## src/rtl/complex_add_subb_pipe_pkg.sv

```systemverilog
// Shared constants for the pipelined complex add/subtract: default widths
// and the per-stage chunk width derivation.
package complex_add_subb_pipe_pkg;

   localparam int W_DEF      = 16;
   localparam int STAGES_DEF = 4;

   function automatic int chunk_w(input int w, input int stages);
      return w / stages;
   endfunction

endpackage

```

## src/rtl/add_chunk_stage.sv

```systemverilog
// One pipeline stage of a chunked ripple adder: resolves chunk K and
// forwards operands, partial sum and carry to the next stage.
module add_chunk_stage #(
   parameter int W  = 16,
   parameter int CW = 4,
   parameter int K  = 0
) (
   input  logic         clk,
   input  logic         rst,
   input  logic         i_en,
   input  logic [W-1:0] i_a,
   input  logic [W-1:0] i_b,
   input  logic [W-1:0] i_s,
   input  logic         i_c,
   output logic [W-1:0] o_a,
   output logic [W-1:0] o_b,
   output logic [W-1:0] o_s,
   output logic         o_c
);

   logic [CW:0]  w_sum;
   logic [W-1:0] w_s;

   // Upper bits of i_s are still zero here, so OR-ing the chunk in is exact.
   always_comb begin
      w_sum = {1'b0, i_a[K*CW +: CW]} + {1'b0, i_b[K*CW +: CW]} + {{CW{1'b0}}, i_c};
      w_s   = i_s | (W'(w_sum[CW-1:0]) << (K*CW));
   end

   always_ff @(posedge clk or posedge rst) begin
      if (rst) begin
         o_a <= '0;
         o_b <= '0;
         o_s <= '0;
         o_c <= 1'b0;
      end else if (i_en) begin
         o_a <= i_a;
         o_b <= i_b;
         o_s <= w_s;
         o_c <= w_sum[CW];
      end
   end

endmodule

```

## src/rtl/complex_add_subb_pipe.sv

```systemverilog
// Pipelined complex adder with per-operand negate, valid/ready flow control
// and a sticky signed-overflow flag.
module complex_add_subb_pipe
   import complex_add_subb_pipe_pkg::*;
#(
   parameter int W      = W_DEF,
   parameter int STAGES = STAGES_DEF
) (
   input  logic         clk,
   input  logic         rst,
   input  logic         in_valid,
   output logic         in_ready,
   input  logic         subb_a_x,
   input  logic         subb_a_y,
   input  logic         subb_b_x,
   input  logic         subb_b_y,
   input  logic [W-1:0] a_x,
   input  logic [W-1:0] a_y,
   input  logic [W-1:0] b_x,
   input  logic [W-1:0] b_y,
   output logic         out_valid,
   input  logic         out_ready,
   output logic [W-1:0] s_x,
   output logic [W-1:0] s_y,
   output logic         c_x,
   output logic         c_y,
   output logic         ovf_x,
   output logic         ovf_y,
   output logic         ovf_sticky,
   input  logic         ovf_clr
);

   localparam int CW = chunk_w(W, STAGES);

   logic                           w_stall;
   logic [STAGES:1]                r_vld;
   logic [STAGES:0]                w_vld;
   logic                           r_ovf_sticky;
   logic [1:0][W-1:0]              w_in_a, w_in_b;
   logic [1:0]                     w_neg_a, w_neg_b, w_ovf;
   logic [1:0][STAGES:0][W-1:0]    w_a, w_b, w_s;
   logic [1:0][STAGES:0]           w_c;

   assign w_stall   = out_valid & ~out_ready;
   assign in_ready  = ~w_stall;
   assign out_valid = r_vld[STAGES];
   assign w_vld     = {r_vld, in_valid};

   assign w_in_a  = {a_y, a_x};
   assign w_in_b  = {b_y, b_x};
   assign w_neg_a = {subb_a_y, subb_a_x};
   assign w_neg_b = {subb_b_y, subb_b_x};

   // Data registers load only with a valid token, so bubbles leave the
   // last-stage result (and therefore the outputs) untouched.
   always_ff @(posedge clk or posedge rst) begin
      if (rst)           r_vld <= '0;
      else if (!w_stall) r_vld <= w_vld[STAGES-1:0];
   end

   for (genvar c = 0; c < 2; c++) begin : g_comp
      assign w_a[c][0] = w_neg_a[c] ? -w_in_a[c] : w_in_a[c];
      assign w_b[c][0] = w_neg_b[c] ? -w_in_b[c] : w_in_b[c];
      assign w_s[c][0] = '0;
      assign w_c[c][0] = 1'b0;

      for (genvar k = 0; k < STAGES; k++) begin : g_stage
         add_chunk_stage #(.W(W), .CW(CW), .K(k)) u_stage (
            .clk  (clk),
            .rst  (rst),
            .i_en (w_vld[k] & ~w_stall),
            .i_a  (w_a[c][k]),
            .i_b  (w_b[c][k]),
            .i_s  (w_s[c][k]),
            .i_c  (w_c[c][k]),
            .o_a  (w_a[c][k+1]),
            .o_b  (w_b[c][k+1]),
            .o_s  (w_s[c][k+1]),
            .o_c  (w_c[c][k+1])
         );
      end

      assign w_ovf[c] = (w_a[c][STAGES][W-1] == w_b[c][STAGES][W-1]) &&
                        (w_s[c][STAGES][W-1] != w_a[c][STAGES][W-1]);
   end

   assign s_x   = w_s[0][STAGES];
   assign s_y   = w_s[1][STAGES];
   assign c_x   = w_c[0][STAGES];
   assign c_y   = w_c[1][STAGES];
   assign ovf_x = w_ovf[0];
   assign ovf_y = w_ovf[1];

   // A delivered overflow beats a simultaneous clear.
   always_ff @(posedge clk or posedge rst) begin
      if (rst)                                           r_ovf_sticky <= 1'b0;
      else if (out_valid && out_ready && (|w_ovf))       r_ovf_sticky <= 1'b1;
      else if (ovf_clr)                                  r_ovf_sticky <= 1'b0;
   end

   assign ovf_sticky = r_ovf_sticky;

endmodule

```

## config.mk

```make
export PLATFORM = sky130hd
export DESIGN_NAME = complex_add_subb_pipe
export DESIGN_NICKNAME = d
export VERILOG_FILES = /design/src/rtl/complex_add_subb_pipe_pkg.sv /design/src/rtl/add_chunk_stage.sv /design/src/rtl/complex_add_subb_pipe.sv
export SDC_FILE = /design/constraint.sdc
export NUM_CORES = 1
export LEC_CHECK = 0
export CAP_MARGIN = 20
export CELL_PAD_IN_SITES_DETAIL_PLACEMENT = 0
export CELL_PAD_IN_SITES_GLOBAL_PLACEMENT = 1
export CORE_ASPECT_RATIO = 2
export CORE_MARGIN = 2
export CORE_UTILIZATION = 40
export DETAILED_ROUTE_END_ITERATION = 10
export PLACE_DENSITY = 0.72
export SLEW_MARGIN = 20
export SYNTH_ARGS = -nofsm -noshare
export SYNTH_HDL_FRONTEND = slang
export SYNTH_SLANG_ARGS = --single-unit
```

## constraint.sdc

```tcl
create_clock -name clk -period 6.5 [get_ports clk]
set_input_delay 0.975 -clock clk [delete_from_list [all_inputs] [get_ports clk]]
set_output_delay 0.975 -clock clk [all_outputs]
set_load 0.1 [all_outputs]
```

==> results.md, run 1 <==
* Clock tree from TritonCTS: built
* Slew margin rel. at 33.4%
* Core ar. at around 23000 um2
* Synthesized instance count at between 800 and 900
* # placed instances at roughly 1200
* Avg Inst Size Synth at 11.4 um2
* Wire per inst at 14.6 um
* Fill cell instance count of the final layout at roughly 2100
* Status: complete, no violations
* Worst hold path cell count at 2
* Critical register-to-register path startpoint: r_vld[4]$_DFFE_PP0N_
* Most frequent cells after synthesis: sky130_fd_sc_hd__dfrtp_1, sky130_fd_sc_hd__mux2_2, sky130_fd_sc_hd__nand2_1, sky130_fd_sc_hd__o21ai_0, sky130_fd_sc_hd__xor2_1
* Die extent in y at about 220 um
* Async SR Flop Fraction at 100%
* Routed Wire Length at 17600 um
* Areal power density over the cells at roughly 500 nW/um2
* Cell with the most instances after synthesis: sky130_fd_sc_hd__dfrtp_1
* Setup crit end kind: output port
* Clk buf depth at 2
* Hold Vio Cnt, Final at 0
* Adder and majority gate portion of the synthesized area at under 10%
* Overall die area at 24500 um2
* Nets in the synthesized netlist at 931
* Data required time of the worst path at 5.52 ns
* R2R cell count at 3
* Max Cap Viol at 0
* Number of distinct library cells after synthesis at 33
* Syn-to-layout area delta at 21.0%
* Initial Util at 40.8%
* Actual slew at the worst max-slew pin at 0.996 ns
* Worst hold start: g_comp[1].g_stage[3].u_stage.o_s[14]$_DFFE_PP0P_
* # port buffers at ~110
* Destination of the worst register-to-register timing path: g_comp[0].g_stage[3].u_stage.o_s[2]$_DFFE_PP0P_
* Wire length of the first global-routing pass at 30300 um
* Share of the synthesized area in compound gates (AO/OA/AOI/OAI) at 10.5%
* Warning count from the yosys run at 0
* Via count at 5953
* Combinational family with the most area after synthesis: multiplexers
* RD Place Congestion at 0.759
* Launching element type of the critical path: input pin
* Min Clock Period, post-route at 4.11 ns
* Total congestion overflow after global routing at 0
* Hold endpoint: g_comp[1].g_stage[3].u_stage.o_s[14]$_DFFE_PP0P_
* Post-CTS resize count at 0
* Later-pin clock latency in the skew report at between 0.4 and 0.5 ns
* Largest net degree at the start of global routing at 132
* Setup Crit Path Kind: input pin to output port
* Main synth FF type: sky130_fd_sc_hd__dfrtp_1
* Overall track demand over capacity in global routing at 15.5%
* Fmax achieved at 243 MHz
* Final net count at just over 1000
* Parity-gate share of the synthesized area counting xor and xnor cells at between 6 and 7%
* Setup slack of the worst register-to-register path at 4.37 ns
* Sequential cell area in the final layout at 4830 um2
* Vias in the first global route at roughly 6000
* Post-synth EDFFs at 0
* Final Max Slew Viols at 0
* Leak Pwr at 5.04 nW
* TritonCTS Buffers at 17
* Data arrival time of the worst path at 3.13 ns
* Core Rows at 78
* Worst hold path class: flip-flop to flip-flop
* Antenna violations before repair at 0
* H-tree lvl count at 4
* Iteration-0 DRC count of the detailed router at 328
* Initial DRT Pass Iterations at 4
* Number of standard cells in the final layout excluding fillers at around 1200
* Total setup violations reported at the end of the flow at 0
* Sequential area share after synthesis at 52.0%
* Root buffer cell: sky130_fd_sc_hd__clkbuf_16
* Synth top area share at 52.0%
* HPWL after detailed placement at 12800 um
* Simple-gate share of the synthesized area at 7.55%
* Die width at around 110 um
* Maximum ir drop on the vdd rail at 0.570 mV
* Post-synthesis cell area at between 9000 and 10000 um2
* Cells taking the most area after synthesis: sky130_fd_sc_hd__dfrtp_1, sky130_fd_sc_hd__mux2_2, sky130_fd_sc_hd__o21ai_0, sky130_fd_sc_hd__xor2_1, sky130_fd_sc_hd__nand2_1
* Multi-input combinational cell area at 4190 um2
* Antenna Nets Post-Route at 0
* Ports at 112
* Largest fanout on the critical path at 9
* # diodes at 0
* Largest clock skew in the final design at a little under 0.009 ns
* Total negative slack at 0 ns
* Remaining DRCs at 0
* Setup repair bufs after CTS at 0
* Final worst path period share at 63.2%
* Setup repair after global routing missed its margin: false
* Hold-fix buffers, CTS at 0
* Post-detailed-route via-to-cell ratio at a little under 5
* Largest area contributor in the netlist: sky130_fd_sc_hd__dfrtp_1
* Multiplexer fraction of the synthesized cell area at between 10% and 20%
* Share of final-layout standard cells stronger than drive strength 1 at 16.3%
* TritonCTS sink count at 193
* Clock slew at reported path FFs at 0.07 ns
* Register bit count reported by yosys at 193
==> worst max-delay path, stage by stage <==
cell	delay (ns)
sky130_fd_sc_hd__clkdlybuf4s50_1	0.47
sky130_fd_sc_hd__nand2b_1	0.45
sky130_fd_sc_hd__clkdlybuf4s50_1	1.24
==> worst max-delay path by stage <==
| stage | startpoint | end | cells after the start |
|---|---|---|---|
| after global routing | out_ready | in_ready | 3 |
| after detailed placement | out_ready | in_ready | 3 |
| final | out_ready | in_ready | 3 |
| after CTS | out_ready | in_ready | 3 |
| after floorplan | rst | g_comp[0].g_stage[0].u_stage.o_a[10]$_DFFE_PP0P_ | 1 |
| after global placement | out_ready | in_ready | 3 |
==> metrics by stage <==
step / util [%] / setup slack [ns] / total power [mW] / hold WS (ns) / instance area [um2]
finish: 49.4 / 2.39 / 5.60 / 0.478 / 11200
global route: 49.4 / 2.32 / 5.99 / 0.498 / 11200
CTS: 49.3 / 2.49 / 5.68 / 0.486 / 11200
detailed placement: 46.8 / 2.50 / 4.66 / 0.468 / 10700
global placement: 46.8 / 2.51 / 4.60 / 0.458 / 10700
floorplan: - / 0.269 / 4.01 / 0.436 / 9280
==> flip-flops by register name, indices dropped and copies added, names as in the netlist <==
name                        cells
g_comp.g_stage.u_stage.o_s     80
g_comp.g_stage.u_stage.o_a     50
g_comp.g_stage.u_stage.o_b     50
g_comp.g_stage.u_stage.o_c      8
r_vld                           4
ovf_sticky                      1
==> power by group <==
part           leakage (nW)  internal [mW]  switching, mW  total (mW)
sequential             2.37           1.73          0.304        2.04
clock                 0.257          0.533          0.468        1.00
combinational          2.41          0.971           1.59        2.56
total                  5.04           3.24           2.36        5.60
==> placed cells by master, fill, tap and decap left out, types with 17 or more instances in the layout <==
| cell | instances |
|---|---|
| sky130_fd_sc_hd__dfrtp_1 | 193 |
| sky130_fd_sc_hd__clkdlybuf4s50_1 | 111 |
| sky130_fd_sc_hd__mux2_2 | 108 |
| sky130_fd_sc_hd__o21ai_0 | 105 |
| sky130_fd_sc_hd__nand2_1 | 104 |
| sky130_fd_sc_hd__xor2_1 | 60 |
| sky130_fd_sc_hd__inv_1 | 43 |
| sky130_fd_sc_hd__ha_1 | 30 |
| sky130_fd_sc_hd__o31ai_1 | 19 |
| sky130_fd_sc_hd__clkbuf_16 | 17 |
==> metal layers <==
metal  vias up  GRT usage [%]  share of wire, %
li1       2996              -                 -
met1      2844           20.4                45
met4         0           5.84               2.0
met5         -              0                 0
met2        94           25.5                50
met3        19           2.71               3.1
==> cells by family (layout without fill, tap and decap cells) <==
group                    after synthesis  count (layout)
AO/OA/AOI/OAI                        167             167
XOR/XNOR                              70              70
adder cells (fa/ha/maj)               44              44
buffers and inverters                 78             189
flip-flops                           193             193
multiplexers                         108             108
AND/OR/NAND/NOR                      154             154
==> layout make-up <==
| cell class | instances | area share, % |
|---|---|---|
| Timing Repair Buffer | 113 | 10.0 |
| Inverter | 44 | 1.54 |
| Tap cell | 280 | 3.12 |
| Multi-Input combinational cell | 543 | 37.3 |
| Clock buffer | 18 | 3.82 |
| Clock inverter | 14 | 1.20 |
| Sequential cell | 193 | 43.0 |
(Power assumes the default switching activity.)
==> run 2: changes to the inputs <==
--- a/config.mk
+++ b/config.mk
@@ -10,9 +10,9 @@
 export CELL_PAD_IN_SITES_GLOBAL_PLACEMENT = 1
 export CORE_ASPECT_RATIO = 2
 export CORE_MARGIN = 2
-export CORE_UTILIZATION = 40
+export CORE_UTILIZATION = 45
 export DETAILED_ROUTE_END_ITERATION = 10
-export PLACE_DENSITY = 0.72
+export PLACE_DENSITY = 0.76
 export SLEW_MARGIN = 20
 export SYNTH_ARGS = -nofsm -noshare
 export SYNTH_HDL_FRONTEND = slang
==> constraint.sdc (replaced) <==
create_clock -name clk -period 3.8 [get_ports clk]
set_input_delay 0.57 -clock clk [delete_from_list [all_inputs] [get_ports clk]]
set_output_delay 0.57 -clock clk [all_outputs]
set_load 0.1 [all_outputs]
==> results.md, run 2 (synthesis results as in run 1) <==
* Status: complete, no violations
* Clock slew at reported path FFs at 0.07 ns (about the same)
* Hold-fix buffers, CTS at 0 (unchanged)
* Syn-to-layout area delta at 21.9%
* # diodes at 0 (unchanged)
* Data required time of the worst path at 3.23 ns (-2.29 ns)
* Clock tree from TritonCTS: built
* Comb pwr share at 45.8% (about the same)
* Die extent in y at 207 um (-5.6%)
* Largest fanout on the critical path at 4 (-5)
* Core ar. at 20400 um2 (-10%)
* Launching element type of the critical path: flip-flop
* Remaining DRCs at 0 (unchanged)
* Largest clock skew in the final design at 0.00587 ns (-0.00287 ns)
* Share of final-layout standard cells stronger than drive strength 1 at 17.3% (+1.0 points)
* Final worst path period share at 76.0%
* Min Clock Period, post-route at 2.89 ns
* Ports at 112 (unchanged)
* Clock network power share at 17.8% (about the same)
* Most used cells in the layout excluding fill and tap cells: sky130_fd_sc_hd__dfrtp_1, sky130_fd_sc_hd__clkdlybuf4s50_1, sky130_fd_sc_hd__mux2_2
* Setup repair bufs after CTS at 0 (unchanged)
* Total setup violations reported at the end of the flow at 0 (unchanged)
* Clk buf depth at 2 (unchanged)
* Areal power density over the cells at 848 nW/um2 (+70%)
* Switching share of power at 41.5% (-0.67 points)
* Overall track demand over capacity in global routing at 17.1% (+1.7 points)
* Final core occ at 55.5% (+6.2 points)
* Hold Vio Cnt, Final at 0 (unchanged)
* TritonCTS Buffers at 17 (unchanged)
* Initial Util at 45.6% (+4.7 points)
* TritonCTS sink count at 193 (unchanged)
* Top metal layer carrying routed signals: met4
* Actual slew at the worst max-slew pin at 0.994 ns (-0.00196 ns)
* Later-pin clock latency in the skew report at 0.43 ns (about the same)
* Most common cell after layout, fill and taps aside: sky130_fd_sc_hd__dfrtp_1
* Total power at 9.59 mW (+71%)
* Data arrival time of the worst path at 2.32 ns (-0.81 ns)
* # port buffers at 111 (unchanged)
* Leak Pwr at 5.11 nW (+1.5%)
* HPWL after detailed placement at 13200 um (+2.9%)
* Routed Wire Length at 17200 um (-2.5%)
* Metal2 WL at 8810 um (+0.65%)
* Post-CTS resize count at 0 (unchanged)
* Wire length of the first global-routing pass at 30000 um (-1.1%)
* Initial DRT Pass Iterations at 4 (unchanged)
* Critical register-to-register path startpoint: r_vld[4]$_DFFE_PP0N_
* H-tree lvl count at 4 (unchanged)
* Registers with the most flip-flops: g_comp.g_stage.u_stage.o_s x80, g_comp.g_stage.u_stage.o_a x50, g_comp.g_stage.u_stage.o_b x50
* Setup slack of the worst register-to-register path at 1.73 ns (-2.64 ns)
* Overall die area at 21900 um2 (-11%)
* Wire per inst at 14.3 um (-2.1%)
* Worst hold start: g_comp[0].g_stage[0].u_stage.o_b[11]$_DFFE_PP0P_
* Total negative slack at 0 ns (unchanged)
* Slew margin rel. at 33.5% (+0.13 points)
* Core Rows at 74 (-5.1%)
* Internal power at 5.61 mW (+73%)
* Die width at 106 um (-5.5%)
* Maximum ir drop on the vdd rail at 0.554 mV (-2.8%)
* RD Place Congestion at 0.769 (+1.2%)
* Antenna Nets Post-Route at 0 (unchanged)
* Worst hold path cell count at 2 (unchanged)
* Final Max Slew Viols at 0 (unchanged)
* Max Cap Viol at 0 (unchanged)
* Antenna violations before repair at 0 (unchanged)
* Destination of the worst register-to-register timing path: g_comp[0].g_stage[0].u_stage.o_c$_DFFE_PP0P_
* Largest reg by FF count: g_comp.g_stage.u_stage.o_s
* Setup repair after global routing missed its margin: false
* Vias in the first global route at 6089 (+0.94%)
* Total congestion overflow after global routing at 0 (unchanged)
* Root buffer cell: sky130_fd_sc_hd__clkbuf_16
* Worst hold path class: flip-flop to flip-flop
* Slowest CP cell: sky130_fd_sc_hd__clkdlybuf4s50_1
* Slowest stage delay, CP at 1.19 ns (-0.05 ns)
* Post-route met1 wirelength at 7680 um (-3.6%)
* R2R cell count at 4 (+1)
* Sequential fraction of design power at 36.3% (about the same)
* Hold endpoint: g_comp[0].g_stage[0].u_stage.o_b[11]$_DFFE_PP0P_
* Final net count at 1040 (+1.1%)
* Cell-by-cell listing of the critical path: o21ai_0, clkdlybuf4s50_1
* Iteration-0 DRC count of the detailed router at 165 (-50%)
* Setup Crit Path Kind: flip-flop to output port
* Fmax achieved at ~350 MHz
* Number of flip-flops under the largest register name at 80 (unchanged)
* Switching power summed over all nets at 3.98 mW (+69%)
* Post-detailed-route via-to-cell ratio at 4.99 (+0.97%)
* Via count at 5991 (+0.64%)
* Largest net degree at the start of global routing at 79 (-40%)
* Met3 routed WL at 406 um (-26%)
* Setup crit end kind: output port
-- run 2: layout make-up --
class                           count  area (um2)
Tap cell                          266         333
Timing Repair Buffer              124        1240
Fill cell                        1827        9060
Clock buffer                       21         470
Sequential cell                   193        4830
Clock inverter                     10         101
Multi-Input combinational cell    543        4170
Inverter                           44         169
-- run 2: worst max-delay path: cells and delay by family, from the launching register on --
| family | cells | cell delay (ns) |
|---|---|---|
| flip-flops | 1 | 0.41 |
| buffers and inverters | 1 | 1.19 |
| AO/OA/AOI/OAI | 1 | 0.29 |
-- run 2: how the worst max path moves through the flow --
| stage | slack (ns) | to | start | cells after the start |
|---|---|---|---|---|
| final | 0.91 | ovf_y | g_comp[1].g_stage[3].u_stage.o_s[15]$_DFFE_PP0P_ | 2 |
| after global routing | 0.79 | ovf_y | g_comp[1].g_stage[3].u_stage.o_s[15]$_DFFE_PP0P_ | 2 |
| after CTS | 0.84 | ovf_y | g_comp[1].g_stage[3].u_stage.o_s[15]$_DFFE_PP0P_ | 2 |
| after detailed placement | 1.03 | g_comp[1].g_stage[0].u_stage.o_s[3]$_DFFE_PP0P_ | a_y[0] | 10 |
| after global placement | 1.07 | g_comp[1].g_stage[0].u_stage.o_s[3]$_DFFE_PP0P_ | a_y[0] | 10 |
| after floorplan | 0.16 | ovf_x | g_comp[0].g_stage[3].u_stage.o_s[15]$_DFFE_PP0P_ | 1 |
-- run 2: through the flow --
stage          std cells  worst slack, ns  hold slack, ns  instance area (um2)
2_1_floorplan        814            0.158           0.436                 9290
3_3_place_gp        1170             1.07           0.450                10700
3_5_place_dp        1170             1.03           0.453                10700
4_1_cts             1201            0.839           0.482                11300
5_1_grt             1201            0.792           0.503                11300
6_report            1201            0.912           0.476                11300
-- run 2: power groups by stage --
stage / sequential [mW] / clock, mW / combinational [mW]
2_1_floorplan: 4.68 / 0 / 2.18
3_3_place_gp: 3.51 / 0 / 4.38
3_5_place_dp: 3.54 / 0 / 4.45
4_1_cts: 3.50 / 1.76 / 4.46
5_1_grt: 3.63 / 1.84 / 4.80
6_report: 3.48 / 1.71 / 4.40
-- run 2: layer usage --
layer	GRT usage, %	up-vias
met1	22.0	2863
li1	-	3026
met4	6.03	0
met3	3.18	19
met2	29.0	83
met5	0	-
